--- config.mk ---
export PLATFORM = sky130hd
export DESIGN_NAME = conv_enc_block_ctrl
export DESIGN_NICKNAME = d
export VERILOG_FILES = /design/src/rtl/conv_enc_block_ctrl.sv
export SDC_FILE = /design/constraint.sdc
export NUM_CORES = 1
export LEC_CHECK = 0
export ABC_AREA = 1
export BUFFER_PORTS_ARGS = -buffer_cell sky130_fd_sc_hd__buf_4
export CAP_MARGIN = 20
export CORE_MARGIN = 8
export CORE_UTILIZATION = 50
export CTS_CLUSTER_SIZE = 16
export DETAILED_ROUTE_END_ITERATION = 16
export PLACE_DENSITY = 0.74
export SETUP_SLACK_MARGIN = 0.05
export SLEW_MARGIN = 20
export SYNTH_ARGS = -nofsm -noshare
export SYNTH_HDL_FRONTEND = slang
export SYNTH_SLANG_ARGS = --single-unit
export TNS_END_PERCENT = 10
--- constraint.sdc ---
create_clock -name clk -period 2.56 [get_ports clk]
set_clock_uncertainty 0.2 [all_clocks]
set_input_delay 0.128 -clock clk [delete_from_list [all_inputs] [get_ports clk]]
set_output_delay 0.128 -clock clk [all_outputs]
set_load 0.005 [all_outputs]
--- src/rtl/conv_enc_block_ctrl.sv ---
// Block sequencer between the data/meta FIFOs and the convolutional encoder.
// Optional stall watchdog is compiled in when STALL_TIMEOUT_EN is defined.
module conv_enc_block_ctrl #(
   parameter int SMALL_BYTES    = 132,
   parameter int LARGE_BYTES    = 768,
   parameter int CNT_W          = 10,
   parameter int DONE_W         = 16,
   parameter int TIMEOUT_CYCLES = 1023
) (
   input  logic              clk,
   input  logic              reset,
   input  logic              blk_ready,
   input  logic              meta_empty,
   input  logic [7:0]        meta_q,
   output logic              meta_rdreq,
   input  logic              data_empty,
   output logic              data_rdreq,
   input  logic              enc_ready,
   input  logic              enc_done,
   output logic              enc_start,
   output logic              enc_size,
   output logic              enc_byte_valid,
   output logic              enc_last,
   output logic              busy,
   output logic [DONE_W-1:0] blocks_done,
   output logic              err_stall
);

   typedef enum logic [2:0] {
      S_IDLE,
      S_META,
      S_START,
      S_STREAM,
      S_DRAIN,
      S_WAIT_DONE
   } state_t;

   state_t            state_q, state_d;
   logic [CNT_W-1:0]  rem_q, rem_d;
   logic [DONE_W-1:0] done_q, done_d;
   logic              size_q, size_d;
   logic              valid_q, last_q;
   logic              rd_ok;
   logic              stall_abort;

   // Reads are paced by encoder back-pressure and never issued into an empty FIFO.
   assign rd_ok = (state_q == S_STREAM) && enc_ready && !data_empty && (rem_q != '0);

`ifdef STALL_TIMEOUT_EN
   localparam int WD_W = $clog2(TIMEOUT_CYCLES + 1);

   logic [WD_W-1:0] wd_q, wd_d;
   logic            err_q, err_d;

   always_comb begin
      wd_d        = '0;
      err_d       = err_q;
      stall_abort = 1'b0;
      if ((state_q == S_STREAM) && data_empty && (rem_q != '0)) begin
         wd_d = wd_q + 1'b1;
         if (wd_d == WD_W'(TIMEOUT_CYCLES)) begin
            err_d       = 1'b1;
            stall_abort = 1'b1;
         end
      end
   end

   always_ff @(posedge clk or posedge reset) begin
      if (reset) begin
         wd_q  <= '0;
         err_q <= 1'b0;
      end else begin
         wd_q  <= wd_d;
         err_q <= err_d;
      end
   end

   assign err_stall = err_q;
`else
   logic unused_cfg;

   assign stall_abort = 1'b0;
   assign err_stall   = 1'b0;
   assign unused_cfg  = TIMEOUT_CYCLES[0];
`endif

   logic unused_meta;
   assign unused_meta = ^meta_q[7:1];

   // NOTE: every always_comb output gets a default first so no path can infer a latch.
   always_comb begin
      state_d    = state_q;
      rem_d      = rem_q;
      done_d     = done_q;
      size_d     = size_q;
      meta_rdreq = 1'b0;
      enc_start  = 1'b0;
      unique case (state_q)
         S_IDLE: begin
            if (blk_ready && !meta_empty) begin
               meta_rdreq = 1'b1;
               state_d    = S_META;
            end
         end
         S_META: begin
            // meta_q is valid here, one cycle after the non-show-ahead read.
            size_d  = meta_q[0];
            rem_d   = meta_q[0] ? CNT_W'(LARGE_BYTES) : CNT_W'(SMALL_BYTES);
            state_d = S_START;
         end
         S_START: begin
            enc_start = 1'b1;
            state_d   = S_STREAM;
         end
         S_STREAM: begin
            if (rd_ok) begin
               rem_d = rem_q - 1'b1;
               if (rem_q == CNT_W'(1)) state_d = S_DRAIN;
            end else if (stall_abort) begin
               state_d = S_WAIT_DONE;
            end
         end
         S_DRAIN: begin
            state_d = S_WAIT_DONE;
         end
         S_WAIT_DONE: begin
            if (enc_done) begin
               done_d  = done_q + 1'b1;
               state_d = S_IDLE;
            end
         end
         default: state_d = S_IDLE;
      endcase
   end

   // NOTE: sequential state uses non-blocking assignments so all registers update together.
   always_ff @(posedge clk or posedge reset) begin
      if (reset) begin
         state_q <= S_IDLE;
         rem_q   <= '0;
         done_q  <= '0;
         size_q  <= 1'b0;
         valid_q <= 1'b0;
         last_q  <= 1'b0;
      end else begin
         state_q <= state_d;
         rem_q   <= rem_d;
         done_q  <= done_d;
         size_q  <= size_d;
         valid_q <= rd_ok;
         last_q  <= rd_ok && (rem_q == CNT_W'(1));
      end
   end

   assign data_rdreq     = rd_ok;
   assign enc_size       = size_q;
   assign enc_byte_valid = valid_q;
   assign enc_last       = valid_q && last_q;
   assign busy           = (state_q != S_IDLE);
   assign blocks_done    = done_q;

endmodule

## After elaboration in Yosys (flattened, before gate mapping)

Index checks and enable logic that the tools add are counted.

| operators by class | value |
|---|---|
| add/subtract/negate cells | 2 |
| eq/ne operators | 10 |
| muxes and demuxes | 11 |
| reduce and logical (&&, ||, !) cells | 15 |

Operators with widths:

| kind | number |
|---|---|
| $mux W10 | 2 |
| $pmux W10 S2 | 1 |
| $pmux W3 S6 | 1 |
| $add A16 B1 Y16 const B | 1 |
| $mux W3 | 4 |
| $eq A10 B1 Y1 const B | 1 |
| $reduce_bool A10 Y1 | 1 |
| $sub A10 B1 Y10 const B | 1 |
| $eq A3 B2 Y1 const B | 2 |
| $eq A3 B3 Y1 const B | 2 |
| $logic_and A1 B1 Y1 | 6 |
| $ne A2 B2 Y1 const B | 3 |
| $reduce_and A2 Y1 | 2 |
| $reduce_and A4 Y1 | 1 |
| $eq A3 B1 Y1 const B | 1 |
| $logic_not A3 Y1 | 1 |
| $mux W1 | 3 |
| $reduce_bool A3 Y1 | 1 |
| $logic_not A1 Y1 | 2 |
| $ne A2 B1 Y1 const B | 1 |
| $reduce_bool A2 Y1 | 1 |

| storage, ports and cells | value |
|---|---|
| flip-flop bits (word level) | 32 |
| word-level logic and storage cells | 44 |

## Depth between registers and ports, before layout

| logic depth | value |
|---|---|
| depth after elaboration | 6 |
| depth in mapped cells | 10 |
| gate-level depth less buffers | 9 |

## Least setup slack after synthesis

OpenSTA, ideal clock, no wires.

| path | value |
|---|---|
| path type | reg-to-reg |
| start point | register rem_q[0] |
| end point | register rem_q[8] |
| library setup time | 118 ps |
| arrival time | 1,322 ps |
| setup slack | 920 ps |
| stages on the path, launching flop included | 11 |
| period minus slack after synthesis | 1,640 ps |
| cells stage by stage | dfrtp_1 -> inv_1 -> ha_1 -> nand2_2 -> inv_1 -> nand2_1 -> nand2_4 -> nand2_4 -> buf_6 -> nand3_1 -> nand2_1 |

| on the way | value |
|---|---|
| word-level cells in the longest chain between the ends | 4 |

RTL lines:

| what | RTL line | text |
|---|---|---|
| start: declaration | 39 | `logic [CNT_W-1:0] rem_q, rem_d;` |
| start signal: assignment | 147 | `rem_q <= rem_d;` |
| parallel branches: the longest is 4 deep, another holds $sub A10 B1 Y10 | n/a |  |

Parallel ways; which one is timed is not known. The select of a mux whose other input is x is not followed.
A chain may end at the register's enable or synchronous reset.

## Final worst setup path

| path | value |
|---|---|
| start point | register state_q[0] |
| end point | output port data_rdreq |

| on the way | value |
|---|---|
| word-level cells in the longest chain between the ends | 4 |

RTL lines:

| what | RTL line | text |
|---|---|---|
| start: declaration | 38 | `state_t state_q, state_d;` |
| start signal: assignment | 146 | `state_q <= state_d;` |
| $eq A3 B2 Y1 | 47 | `assign rd_ok = (state_q == S_STREAM) && enc_ready && !data_empty && (rem_q != '0);` |
| $logic_and A1 B1 Y1 (3 in series) | 47 |  |
| end: declaration | 17 | `output logic data_rdreq,` |

No other way between the ends.

==> insert_results.sql <==
INSERT INTO impl_metrics (metric_group, metric, value, unit) VALUES
('synthesis', 'ys_seq_elements', '32', ''),
('power', 'maximum_vdd_drop', '590', 'uV'),
('routing', 'route.final.wire_length', '3900', 'um'),
('global_route', 'grt_start_max_net_pins', '33', ''),
('placement', 'place.gp.congestion', '0.892', ''),
('worst_setup_path', 'startpoint_type', 'register', ''),
('cells_and_area', 'antenna_cells', '0', ''),
('routing', 'via_per_inst', '4.91', ''),
('cells_and_area', 'final_layout_size_suffix_gt1_frac', '0.224', ''),
('synthesis', 'synth_top_area_cell', 'dfrtp_1', ''),
('global_route', 'number_of_antenna_violations_at_the_first_check_in_global_routing', '0', ''),
('global_route', 'global_route.usage.total', '0.135', ''),
('power', 'power-per-cell-area', '959', 'nW/um^2'),
('die', 'dieHeight', '77.8', 'um'),
('synthesis', 'netlist_instances', '243', ''),
('timing', 'setup-violations-final', '0', ''),
('min_path', 'hold_class', 'primary input to register', ''),
('worst_setup_path', 'critPathMaxStageDelay', '0.53', 'ns'),
('die', 'floorplan.initialDensity', '0.522', ''),
('clocking', 'post_cts_resize_count', '0', ''),
('routing', 'drt_pass1_iterations', '4', ''),
('cells_and_area', 'layout.nets', '298', ''),
('power', 'total_leakage_power', '1.25', 'nW'),
('timing', 'setup_total_negative_slack', '0', 'ns'),
('placement', 'detailed_place_hpwl', '2910', 'um'),
('timing', 'layout_worst_path_cycle_share', '0.793', ''),
('global_route', 'grt_pass1_wl', '6800', 'um'),
('global_route', 'gr-total-overflow', '0', ''),
('synthesis', 'ys_async_sr_fraction', '1.00', ''),
('timing', 'achievable-frequency', '493', 'MHz'),
('worst_setup_path', 'worst-endpoint-arrival', '1.70', 'ns'),
('worst_setup_path', 'end_kind', 'output pin', ''),
('synthesis', 'seq_total_area_yosys', '0.419', ''),
('die', 'coreArea', '3660', 'um^2'),
('clocking', 'h-tree-depth', '2', ''),
('cells_and_area', 'instances_no_fill', '329', ''),
('global_route', 'via_count_of_the_first_global_routing_pass', '1531', ''),
('worst_setup_path', 'critical_path_peak_fanout', '11', ''),
('clocking', 'cts_inserted_buffers', '5', ''),
('clocking', 'cts_tree', 'yes', ''),
('flow_run', 'timing.max_cap.violations', '0', ''),
('clocking', 'clkSinkCount', '32', ''),
('routing', 'post_drt_wl_per_cell', '11.8', 'um'),
('status', 'outcome', 'completed', ''),
('die', 'die_area', '6050', 'um^2'),
('worst_setup_path', 'reg2reg_depth', '5', ''),
('die', 'pin_count', '39', ''),
('cells_and_area', 'fill_cells', '333', ''),
('worst_setup_path', 'r2r_start', 'state_q[0]', ''),
('timing', 'grt_setup_unrepaired', 'false', ''),
('placement', 'placement.io_buffers', '30', ''),
('worst_setup_path', 'capture_point_of_the_worst_path', 'data_rdreq', ''),
('synthesis', 'postSynth.topFlopCell', 'dfrtp_1', ''),
('worst_setup_path', 'crit_path_top_delay_cell', 'dfrtp_1', ''),
('clocking', 'clock_tree.root_cell', 'clkbuf_8', ''),
('synthesis', 'synthesis.nets', '261', ''),
('worst_setup_path', 'path_cells', 'nand3_2, nor2_2, nand2_4, inv_1, buf_4', ''),
('routing', 'drt_drc_violations_left', '0', ''),
('clocking', 'cts.reportedPaths.clkPinSlew', '0.07', 'ns'),
('worst_setup_path', 'cp.required', '2.23', 'ns'),
('worst_setup_path', 'critical_path_origin', 'state_q[0]', ''),
('clocking', 'clock_tree.buffer_depth', '2', ''),
('synthesis', 'post-synth-top-area-fraction', '0.419', ''),
('timing', 'hold_viol', '0', ''),
('die', 'die_width', '77.8', 'um'),
('worst_setup_path', 'critical_path_class', 'register to output pin', ''),
('timing', 'finalCriticalPeriod', '2.03', 'ns'),
('synthesis', 'synth_cell_types', '29', ''),
('cells_and_area', 'area.growth.synth_to_final', '20.6', '%'),
('timing', 'timing.final.max_slew_violations', '0', ''),
('worst_setup_path', 'reg2reg_to', 'state_q[1]', '');
## cell usage in the layout, fill, tap and decap left out, drive strengths merged
| cell | Yosys | routed |
|---|---|---|
| dfrtp | 32 | 32 |
| nor3b | 1 | 1 |
| xnor2 | 5 | 5 |
| ha | 3 | 3 |
| buf | 3 | 31 |
| clkbuf | 1 | 5 |
| o21ai | 10 | 10 |
| a21oi | 3 | 3 |
| nand4 | 7 | 7 |
| nor3 | 5 | 5 |
| inv | 34 | 34 |
| nor2 | 33 | 33 |
| clkinv | 0 | 1 |
| clkinvlp | 0 | 1 |
| o211ai | 1 | 1 |
| nand2 | 71 | 71 |
| dlygate4sd3 | 0 | 3 |
| conb | 1 | 1 |
| nand3 | 25 | 25 |
| xor2 | 8 | 8 |
| bufinv | 0 | 1 |
## worst min-delay path by stage
stage / startpoint / to / slack, ns / depth (start not counted)
floorplan: reset / blocks_done[0] / 0.04 / 1
global placement: reset / rem_q[5] / 0.05 / 3
detailed placement: reset / blocks_done[1] / 0.05 / 3
CTS: data_empty / enc_byte_valid / 0.09 / 6
global route: data_empty / enc_byte_valid / 0.13 / 6
finish: data_empty / enc_byte_valid / 0.1 / 6
## flip-flops by register name (all words and copies together) (netlist names)
register / cells
rem_q: 10
state_q: 3
blocks_done: 16
enc_size: 1
enc_byte_valid: 1
last_q: 1
## worst max-delay path: cells and delay by family (launching register included)
family,cells,cell delay [ns]
buf+inv,2,0.25
flops,1,0.53
simple gates,3,0.64
## what timing repair did
action | 4_1_cts | 5_1_grt
hold endpoints to repair | 35 | 0
buffers inserted | 0 | 0
hold buffers | 3 | 0
## power by group
group | leakage, nW | internal, W | switching [W]
Clock | 0.0541 | 0.000288 | 0.000198
Sequential | 0.419 | 0.000627 | 0.000145
Combinational | 0.775 | 0.000361 | 0.000589
Total | 1.25 | 0.00128 | 0.000932
## per-stage QoR
| stage | hold WS, ns | area, um^2 | utilization | worst slack (ns) |
|---|---|---|---|---|
| after floorplan | 0.0442 | 1910 | - | 0.920 |
| after global placement | 0.0461 | 2160 | 0.591 | 0.797 |
| after detailed placement | 0.0453 | 2160 | 0.591 | 0.784 |
| after CTS | 0.0858 | 2300 | 0.629 | 0.544 |
| after global routing | 0.130 | 2300 | 0.629 | 0.408 |
| final | 0.0951 | 2300 | 0.629 | 0.531 |
## logic make-up after synthesis
family / count (synthesis) / synth area share
adder cells (fa/ha/maj): 3 / 0.0197
AND/OR/NAND/NOR: 142 / 0.358
XOR/XNOR: 13 / 0.0636
AO/OA/AOI/OAI: 14 / 0.0498
flip-flops: 32 / 0.419
buffers and inverters: 38 / 0.0878
other: 1 / 0.00196
## final cells by class
class | instances | area [um^2] | share of cell area
clock buffers | 5 | 68.8 | 0.0299
clock inverters | 3 | 42.5 | 0.0185
inverters | 34 | 128 | 0.0554
repair buffers | 34 | 263 | 0.114
flip-flops and latches | 32 | 801 | 0.348
well taps | 48 | 60.1 | 0.0261
multi-input cells | 173 | 941 | 0.408
## per-layer routing
| metal | routed length [um] | part of all wire | global-route usage |
|---|---|---|---|
| met2 | 1780 | 0.46 | 0.211 |
| met4 | 82 | 0.021 | 0.0623 |
| met1 | 1840 | 0.47 | 0.167 |
| met3 | 195 | 0.050 | 0.0426 |
| met5 | 0 | 0 | 0 |
Power figures use the tool's default switching activity.
